==> config.mk <==
export PLATFORM = sky130hd
export DESIGN_NAME = ysyx_23060096_ifu
export DESIGN_NICKNAME = d
export VERILOG_FILES = /design/src/rtl/ysyx_23060096_pkg.sv /design/src/rtl/ysyx_23060096_perf_cnt.sv /design/src/rtl/ysyx_23060096_ifu.sv
export SDC_FILE = /design/constraint.sdc
export NUM_CORES = 1
export LEC_CHECK = 0
export CORE_AREA = 3 3 110 101
export CTS_CLUSTER_DIAMETER = 40
export DETAILED_ROUTE_END_ITERATION = 8
export DIE_AREA = 0 0 113 104
export GPL_TIMING_DRIVEN = 0
export PLACE_DENSITY = 0.84
export SLEW_MARGIN = 20
export SYNTH_ARGS = -nofsm -noshare
export SYNTH_HDL_FRONTEND = slang
export SYNTH_SLANG_ARGS = --single-unit
==> constraint.sdc <==
create_clock -name clk -period 5.6 [get_ports clk]
set_clock_uncertainty 0.2 [all_clocks]
set_input_delay 1.12 -clock clk [delete_from_list [all_inputs] [get_ports clk]]
set_output_delay 1.12 -clock clk [all_outputs]
set_load 0.05 [all_outputs]
==> src/rtl/ysyx_23060096_pkg.sv <==
// ysyx_23060096_pkg: shared IFU state encoding, reset PC and NOP constant
package ysyx_23060096_pkg;
  typedef enum logic [2:0] {S_IDLE, S_REQ, S_WAIT, S_OUT, S_FAULT} ifu_state_t;
  localparam logic [31:0] DEF_RESET_PC = 32'h8000_0000;
  localparam logic [31:0] NOP_INST = 32'h0000_0013;
endpackage

==> src/rtl/ysyx_23060096_perf_cnt.sv <==
// ysyx_23060096_perf_cnt: 64-bit enable-increment event counter
module ysyx_23060096_perf_cnt (
  input  logic        clk,
  input  logic        rst,
  input  logic        en,
  output logic [63:0] cnt
);
  // count one per enabled cycle, cleared by async reset
  always_ff @(posedge clk or posedge rst)
    if (rst) cnt <= '0;
    else if (en) cnt <= cnt + 64'd1;
endmodule

==> src/rtl/ysyx_23060096_ifu.sv <==
// ysyx_23060096_ifu: single-outstanding instruction fetch unit with redirect, stale-drop and misalignment fault; YSYX_23060096_IFU_PERF_EN adds perf counters
module ysyx_23060096_ifu
  import ysyx_23060096_pkg::*;
#(
  parameter int                XLEN     = 32,
  parameter logic [XLEN-1:0]   RESET_PC = XLEN'(DEF_RESET_PC)
) (
  input  logic            clk,
  input  logic            rst,
  output logic            imem_req_valid,
  output logic [XLEN-1:0] imem_req_addr,
  input  logic            imem_req_ready,
  input  logic            imem_rsp_valid,
  input  logic [31:0]     imem_rsp_data,
  input  logic            redirect_valid,
  input  logic [XLEN-1:0] redirect_pc,
  output logic            id_valid,
  input  logic            id_ready,
  output logic [31:0]     id_inst,
  output logic [XLEN-1:0] id_pc,
`ifdef YSYX_23060096_IFU_PERF_EN
  output logic [63:0]     perf_fetch_cnt,
  output logic [63:0]     perf_stall_cnt,
`endif
  output logic            id_fault
);
  ifu_state_t      state;
  logic [XLEN-1:0] pc;
  logic            drop;
  logic            mis;
  assign mis = redirect_pc[1:0] != 2'b00;
  assign imem_req_valid = (state == S_REQ) & ~redirect_valid;
  assign imem_req_addr = pc;
  // fetch FSM; a redirect overrides every state, a stale in-flight word is dropped via drop
  always_ff @(posedge clk or posedge rst)
    if (rst) begin
      state <= S_IDLE;
      pc <= RESET_PC;
      drop <= 1'b0;
      id_valid <= 1'b0;
      id_fault <= 1'b0;
      id_inst <= '0;
      id_pc <= '0;
    end else if (redirect_valid) begin
      pc <= redirect_pc;
      drop <= (state == S_WAIT && !mis) ? ~imem_rsp_valid : drop;
      id_valid <= mis;
      id_fault <= mis;
      state <= mis ? S_FAULT : S_REQ;
      if (mis) begin
        id_inst <= NOP_INST;
        id_pc <= redirect_pc;
      end
    end else begin
      case (state)
        S_IDLE: state <= S_REQ;
        S_REQ: if (imem_req_ready) state <= S_WAIT;
        S_WAIT:
          if (imem_rsp_valid) begin
            drop <= 1'b0;
            state <= drop ? S_REQ : S_OUT;
            if (!drop) begin
              id_inst <= imem_rsp_data;
              id_pc <= pc;
              id_valid <= 1'b1;
            end
          end
        S_OUT:
          if (id_ready) begin
            pc <= pc + XLEN'(4);
            id_valid <= 1'b0;
            state <= S_REQ;
          end
        S_FAULT: if (id_ready) id_valid <= 1'b0;
        default: state <= S_IDLE;
      endcase
    end
`ifdef YSYX_23060096_IFU_PERF_EN
  ysyx_23060096_perf_cnt u_fetch_cnt (
    .clk(clk),
    .rst(rst),
    .en (state == S_OUT && id_ready && !redirect_valid),
    .cnt(perf_fetch_cnt)
  );
  ysyx_23060096_perf_cnt u_stall_cnt (
    .clk(clk),
    .rst(rst),
    .en (state == S_REQ || state == S_WAIT),
    .cnt(perf_stall_cnt)
  );
`endif
endmodule

* Yosys cells after proc, flatten, opt, wreduce, memory -nomap -nowiden *
Cells that the tools add are included.

word-level totals
  bits in registers = 102
  logic and storage cells = 68
  input bits = 70
  output and inout port bits = 99

cells by class
  equality and inequality tests = 13
  reduce and logical (&&, ||, !) cells = 15
  $add $sub $neg = 1
  bitwise operators = 3
  multiplexer cells = 29

operators by type and width
  kind                                                                    count
  32-bit two-way mux                                                      13
  32-bit by 3-bit adder with 32-bit output (second input constant)        1
  3-bit two-way mux                                                       5
  3-bit case mux with 5 select lines                                      1
  3-bit != test (second input constant)                                   4
  4-bit AND reduction                                                     3
  2-bit nonzero test                                                      5
  1-bit two-way mux                                                       8
  3-bit by 2-bit equality test with 1-bit output (second input constant)  2
  2-bit by 1-bit != test with 1-bit output (second input constant)        2
  2-bit != test (second input constant)                                   2
  3-bit by 1-bit equality test with 1-bit output (second input constant)  1
  3-bit equality test (second input constant)                             1
  3-bit zero test                                                         1
  3-bit by 1-bit != test with 1-bit output (second input constant)        1
  3-bit AND reduction                                                     1
  3-bit nonzero test                                                      1
  2-bit two-way mux                                                       1
  1-bit inverter                                                          2
  1-bit case mux with 2 select lines                                      1
  2-bit AND reduction                                                     1
  2-bit OR reduction                                                      1
  1-bit bitwise AND                                                       1
  1-bit logical AND                                                       1
  1-bit zero test                                                         1

* Logic depth before layout (Yosys ltp) *
Gate-level depths: netlist (run 1).

  depth in word-level cells = 5
  depth in mapped cells = 8
  gate-level depth less buffers = 5

* Worst setup path before layout (run 1) *
No wires, ideal clock.

  kind = in2out
  start = input port redirect_valid
  end = output port imem_req_valid
  arrival time = 3.428 ns
  cell stages on the path = 4
  slack = 0.852 ns
  path buffers = 3
  data required time = 4.280 ns
  cells stage by stage = buf_1 -> buf_1 -> clkbuf_1 -> nor4b_1

on the way
  cells in the longest elaborated chain, start to end = 2

RTL lines
  what               line                     RTL
  from (decl)        ysyx_23060096_ifu.sv:15  input logic redirect_valid,
  1-bit inverter     ysyx_23060096_ifu.sv:32  assign imem_req_valid = (state == S_REQ) & ~redirect_valid;
  1-bit bitwise AND  ysyx_23060096_ifu.sv:32
  to (decl)          ysyx_23060096_ifu.sv:10  output logic imem_req_valid,

No other way between the ends.

* Worst setup path in the final report (run 1) *
Same ends and word-level chain as after synthesis.

==> out/metrics.csv, run 1 <==
stage,metric,value,unit
run,number of max-cap violations,0,
synth,mapped cell area,4900,sq um
sta,Fin. Hold Viols,0,
route,Routed WL per cell,18.1,um
cts,Post-CTS Setup Bufs,0,
critical_path,R2R depth,6,
cts,hold-fix buffers at CTS,0,
critical_path,worst reg-to-reg setup slack,2.92,ns
place,Inst Count DP,836,
synth,Yosys warnings,0,
critical_path,worst-path maximum fanout,10,
route,Via-to-Cell Ratio,5.78,
route,Initial DRT Pass Iterations,5,
layout,Area Overhead vs Synth,44.4,%
pwr,total power per unit cell area,318,nW/um^2
synth,post-synthesis net count,609,
die,Die ar.,11800,sq um
sta,worst-margin pin slew,0.776,ns
cts,Root Buffer,clkbuf_16,
synth,Netlist cell types,50,
critical_path,critical path endpoint category,primary output,
route,final wirelength,15.4,mm
die,Top Ports,169,
sta,Final setup viols,0,
cts,Post-CTS Resized,0,
sta,f_max,0.188,GHz
global_routing,vias in the first global route,4869,
critical_path,startpoint types,input port,
sta,total negative slack,0,ns
critical_path,Worst Setup SP,redirect_valid,
cts,CTS sink cnt,102,
layout,"most common cell after layout, fill and taps aside",clkdlybuf4s50_1,
critical_path,Critical Path RT,4.28,ns
place,hpwl dp,11.1,mm
die,Die H,104,um
layout,most frequent cells in the layout,"clkdlybuf4s50_1, nand2_1, dfrtp_1",
place,I/O Buffers,168,
hold_path,Hold WC Path Type,reg -> reg,
cts,Clock Pin Slew Worst Setup and Hold Paths,0.06,ns
cts,CTS max path bufs,2,
layout,nets@finish,789,
cts,clk_lat worst skew,0.35,ns
pwr,Peak supply drop,0.183,mV
run_status,status,finished clean,
synth,most frequently used flop master after synthesis,dfrtp_1,
die,Die W,113,um
global_routing,GR Util All Layers,26.0,%
place,Placer Congestion,0.878,
cts,# H-tree levels,3,
route,DRC errors left,0,
synth,post-synthesis sequential area ratio,52.2,%
synth,Async SR Flop Fraction,100,%
global_routing,global route overflow,0,
sta,period utilization,95.2,%
pwr,leakage,2.90,nW
die,Starting Density,48.2,%
global_routing,largest net degree at the start of global routing,71,
synth,Mapped Cells,538,
global_routing,initial antenna violation count,0,
synth,number of synthesized flops with an enable pin,0,
sta,Slew Limit Fails,0,
critical_path,crit path capture,imem_req_valid,
die,Core Region,10200,sq um
layout,ratio of cells with drive above 1 in the final layout,5.82,%
layout,Post-Layout Cell Count,851,
critical_path,crit path DAT,4.01,ns
route,routed vias,4915,
route,drt first-iter violations,500,
layout,Inserted Diodes,0,
die,Site Rows,35,
route,Routed Antenna Nets,0,
layout,design area,7070,sq um
critical_path,RR Endpoint,imem_req_addr[24],
synth,"Avg Cell Area, Syn",9.10,sq um
sta,clock period minus worst slack,5.33,ns
critical_path,RR Startpoint,state[2],
cts,Num CTS Buffers,9,
cts,CTS tree,done,
synth,#FFs+latches synth,102,
sta,Slew HR,48.2,%
global_routing,first-pass GRT wire length,24.8,mm
sta,RSZ-0062 raised after global routing,no,
place,placed inst area,6770,sq um
critical_path,Setup Crit Path Kind,in -> out,
[kinds of logic after synthesis]
| group | share of synthesized area (%) |
|---|---|
| AOI/OAI and AO/OA | 16.5 |
| xor gates and xnor gates | 1.61 |
| adders and majority gates | 0.256 |
| buffers and inverters | 4.09 |
| DFF | 52.2 |
| muxes | 2.76 |
| and+or+nand+nor | 22.7 |
[metrics by stage]
step | total power, mW | hold slack, ns | setup slack (ns) | utilization [%]
2_1_floorplan | 1.33 | 0.329 | 0.852 | -
3_3_place_gp | 1.60 | 0.263 | 0.106 | 66.3
3_5_place_dp | 1.62 | 0.269 | 0.340 | 66.7
4_1_cts | 2.25 | 0.284 | 0.332 | 69.6
5_1_grt | 2.33 | 0.302 | 0.190 | 69.6
6_report | 2.25 | 0.278 | 0.267 | 69.6
[cells in the mapped netlist, types with 2 or more instances]
cell type | n | area [sq um]
nand2_1 | 121 | 454
dfrtp_1 | 101 | 2530
o21ai_0 | 83 | 415
clkbuf_1 | 25 | 93.8
nor2_1 | 21 | 78.8
a21oi_1 | 17 | 85.1
nand4_1 | 16 | 100
nand3_1 | 15 | 75.1
or4_1 | 13 | 97.6
nor2b_1 | 11 | 68.8
o31ai_1 | 11 | 82.6
a21boi_0 | 10 | 75.1
inv_1 | 9 | 33.8
mux2i_1 | 9 | 90.1
a31oi_1 | 8 | 50.1
buf_2 | 7 | 35.0
nor4_1 | 5 | 31.3
xor2_1 | 5 | 43.8
mux2_2 | 4 | 45.0
nor3_1 | 4 | 20.0
xnor2_1 | 4 | 35.0
and3_1 | 3 | 18.8
a2111oi_0 | 2 | 17.5
a221o_1 | 2 | 20.0
a22oi_1 | 2 | 15.0
buf_1 | 2 | 7.51
buf_4 | 2 | 15.0
nor3b_1 | 2 | 15.0
or2_2 | 2 | 12.5
or3_1 | 2 | 12.5
[how the worst min path moves through the flow]
stage	to	cells past startpoint	from
after global placement	id_inst[8]	2	id_inst[8]
final	id_inst[13]	2	id_inst[13]
after floorplan	drop	2	drop
after global routing	id_pc[28]	2	id_pc[28]
after CTS	id_pc[21]	2	id_pc[21]
after detailed placement	id_pc[21]	2	id_pc[21]
[layer usage]
| metal | GRT usage (%) | share of wire [%] | vias up |
|---|---|---|---|
| met5 | 0 | 0 | - |
| met4 | 8.07 | 1.7 | 0 |
| met3 | 5.88 | 8.7 | 26 |
| li1 | - | - | 2260 |
| met1 | 35.0 | 41 | 2390 |
| met2 | 42.0 | 48 | 239 |
[state kept, by name (all words and copies together) (netlist names)]
name	flops
id_valid	1
id_fault	1
imem_req_addr	32
drop	1
id_inst	32
state	3
id_pc	32
[worst max-delay path, cell delays in order]
cell             delay, ns
clkdlybuf4s50_1       0.62
buf_1                 0.47
buf_1                 0.49
clkbuf_1              0.45
nor4b_1               0.13
clkdlybuf4s50_1       0.73
[report_power, final]
part	leakage (nW)	internal, mW	switching, mW
Combinational	1.50	0.247	0.472
Clock	0.143	0.360	0.282
Sequential	1.26	0.821	0.0689
Total	2.90	1.43	0.823
[cell type report]
class	count	area (sq um)
well taps	129	161
fillers	824	3090
clock inverters	4	55.1
inverters	10	42.5
flip-flops and latches	102	2550
clock buffers	11	243
repair buffers	169	1710
plain buffers	37	163
multi-input cells	389	2140
No activity file was read; power rests on OpenSTA's default activity.
==> run 2, diff against run 1 <==
==> constraint.sdc (replaced) <==
create_clock -name clk -period 5.6 [get_ports clk]
set_clock_uncertainty 0.2 [all_clocks]
set_input_delay 0.84 -clock clk [delete_from_list [all_inputs] [get_ports clk]]
set_output_delay 0.84 -clock clk [all_outputs]
set_load 0.05 [all_outputs]
==> results of run 2 <==
The final DEF is identical to that of run 1. Status: finished clean.
Among the figures that moved: setup slack after placement 0.340 ns -> 0.900 ns; setup slack after layout 0.267 ns -> 0.827 ns
==> run 3, diff against run 2 <==
--- a/config.mk
+++ b/config.mk
@@ -11,7 +11,7 @@
 export DIE_AREA = 0 0 113 104
 export GPL_TIMING_DRIVEN = 0
 export PLACE_DENSITY = 0.84
-export SLEW_MARGIN = 20
+export SLEW_MARGIN = 15
 export SYNTH_ARGS = -nofsm -noshare
 export SYNTH_HDL_FRONTEND = slang
 export SYNTH_SLANG_ARGS = --single-unit
==> results of run 3 <==
The final DEF is identical to that of run 1. Status: finished clean.
Among the figures that moved: setup slack after placement 0.340 ns -> 0.900 ns; setup slack after layout 0.267 ns -> 0.827 ns
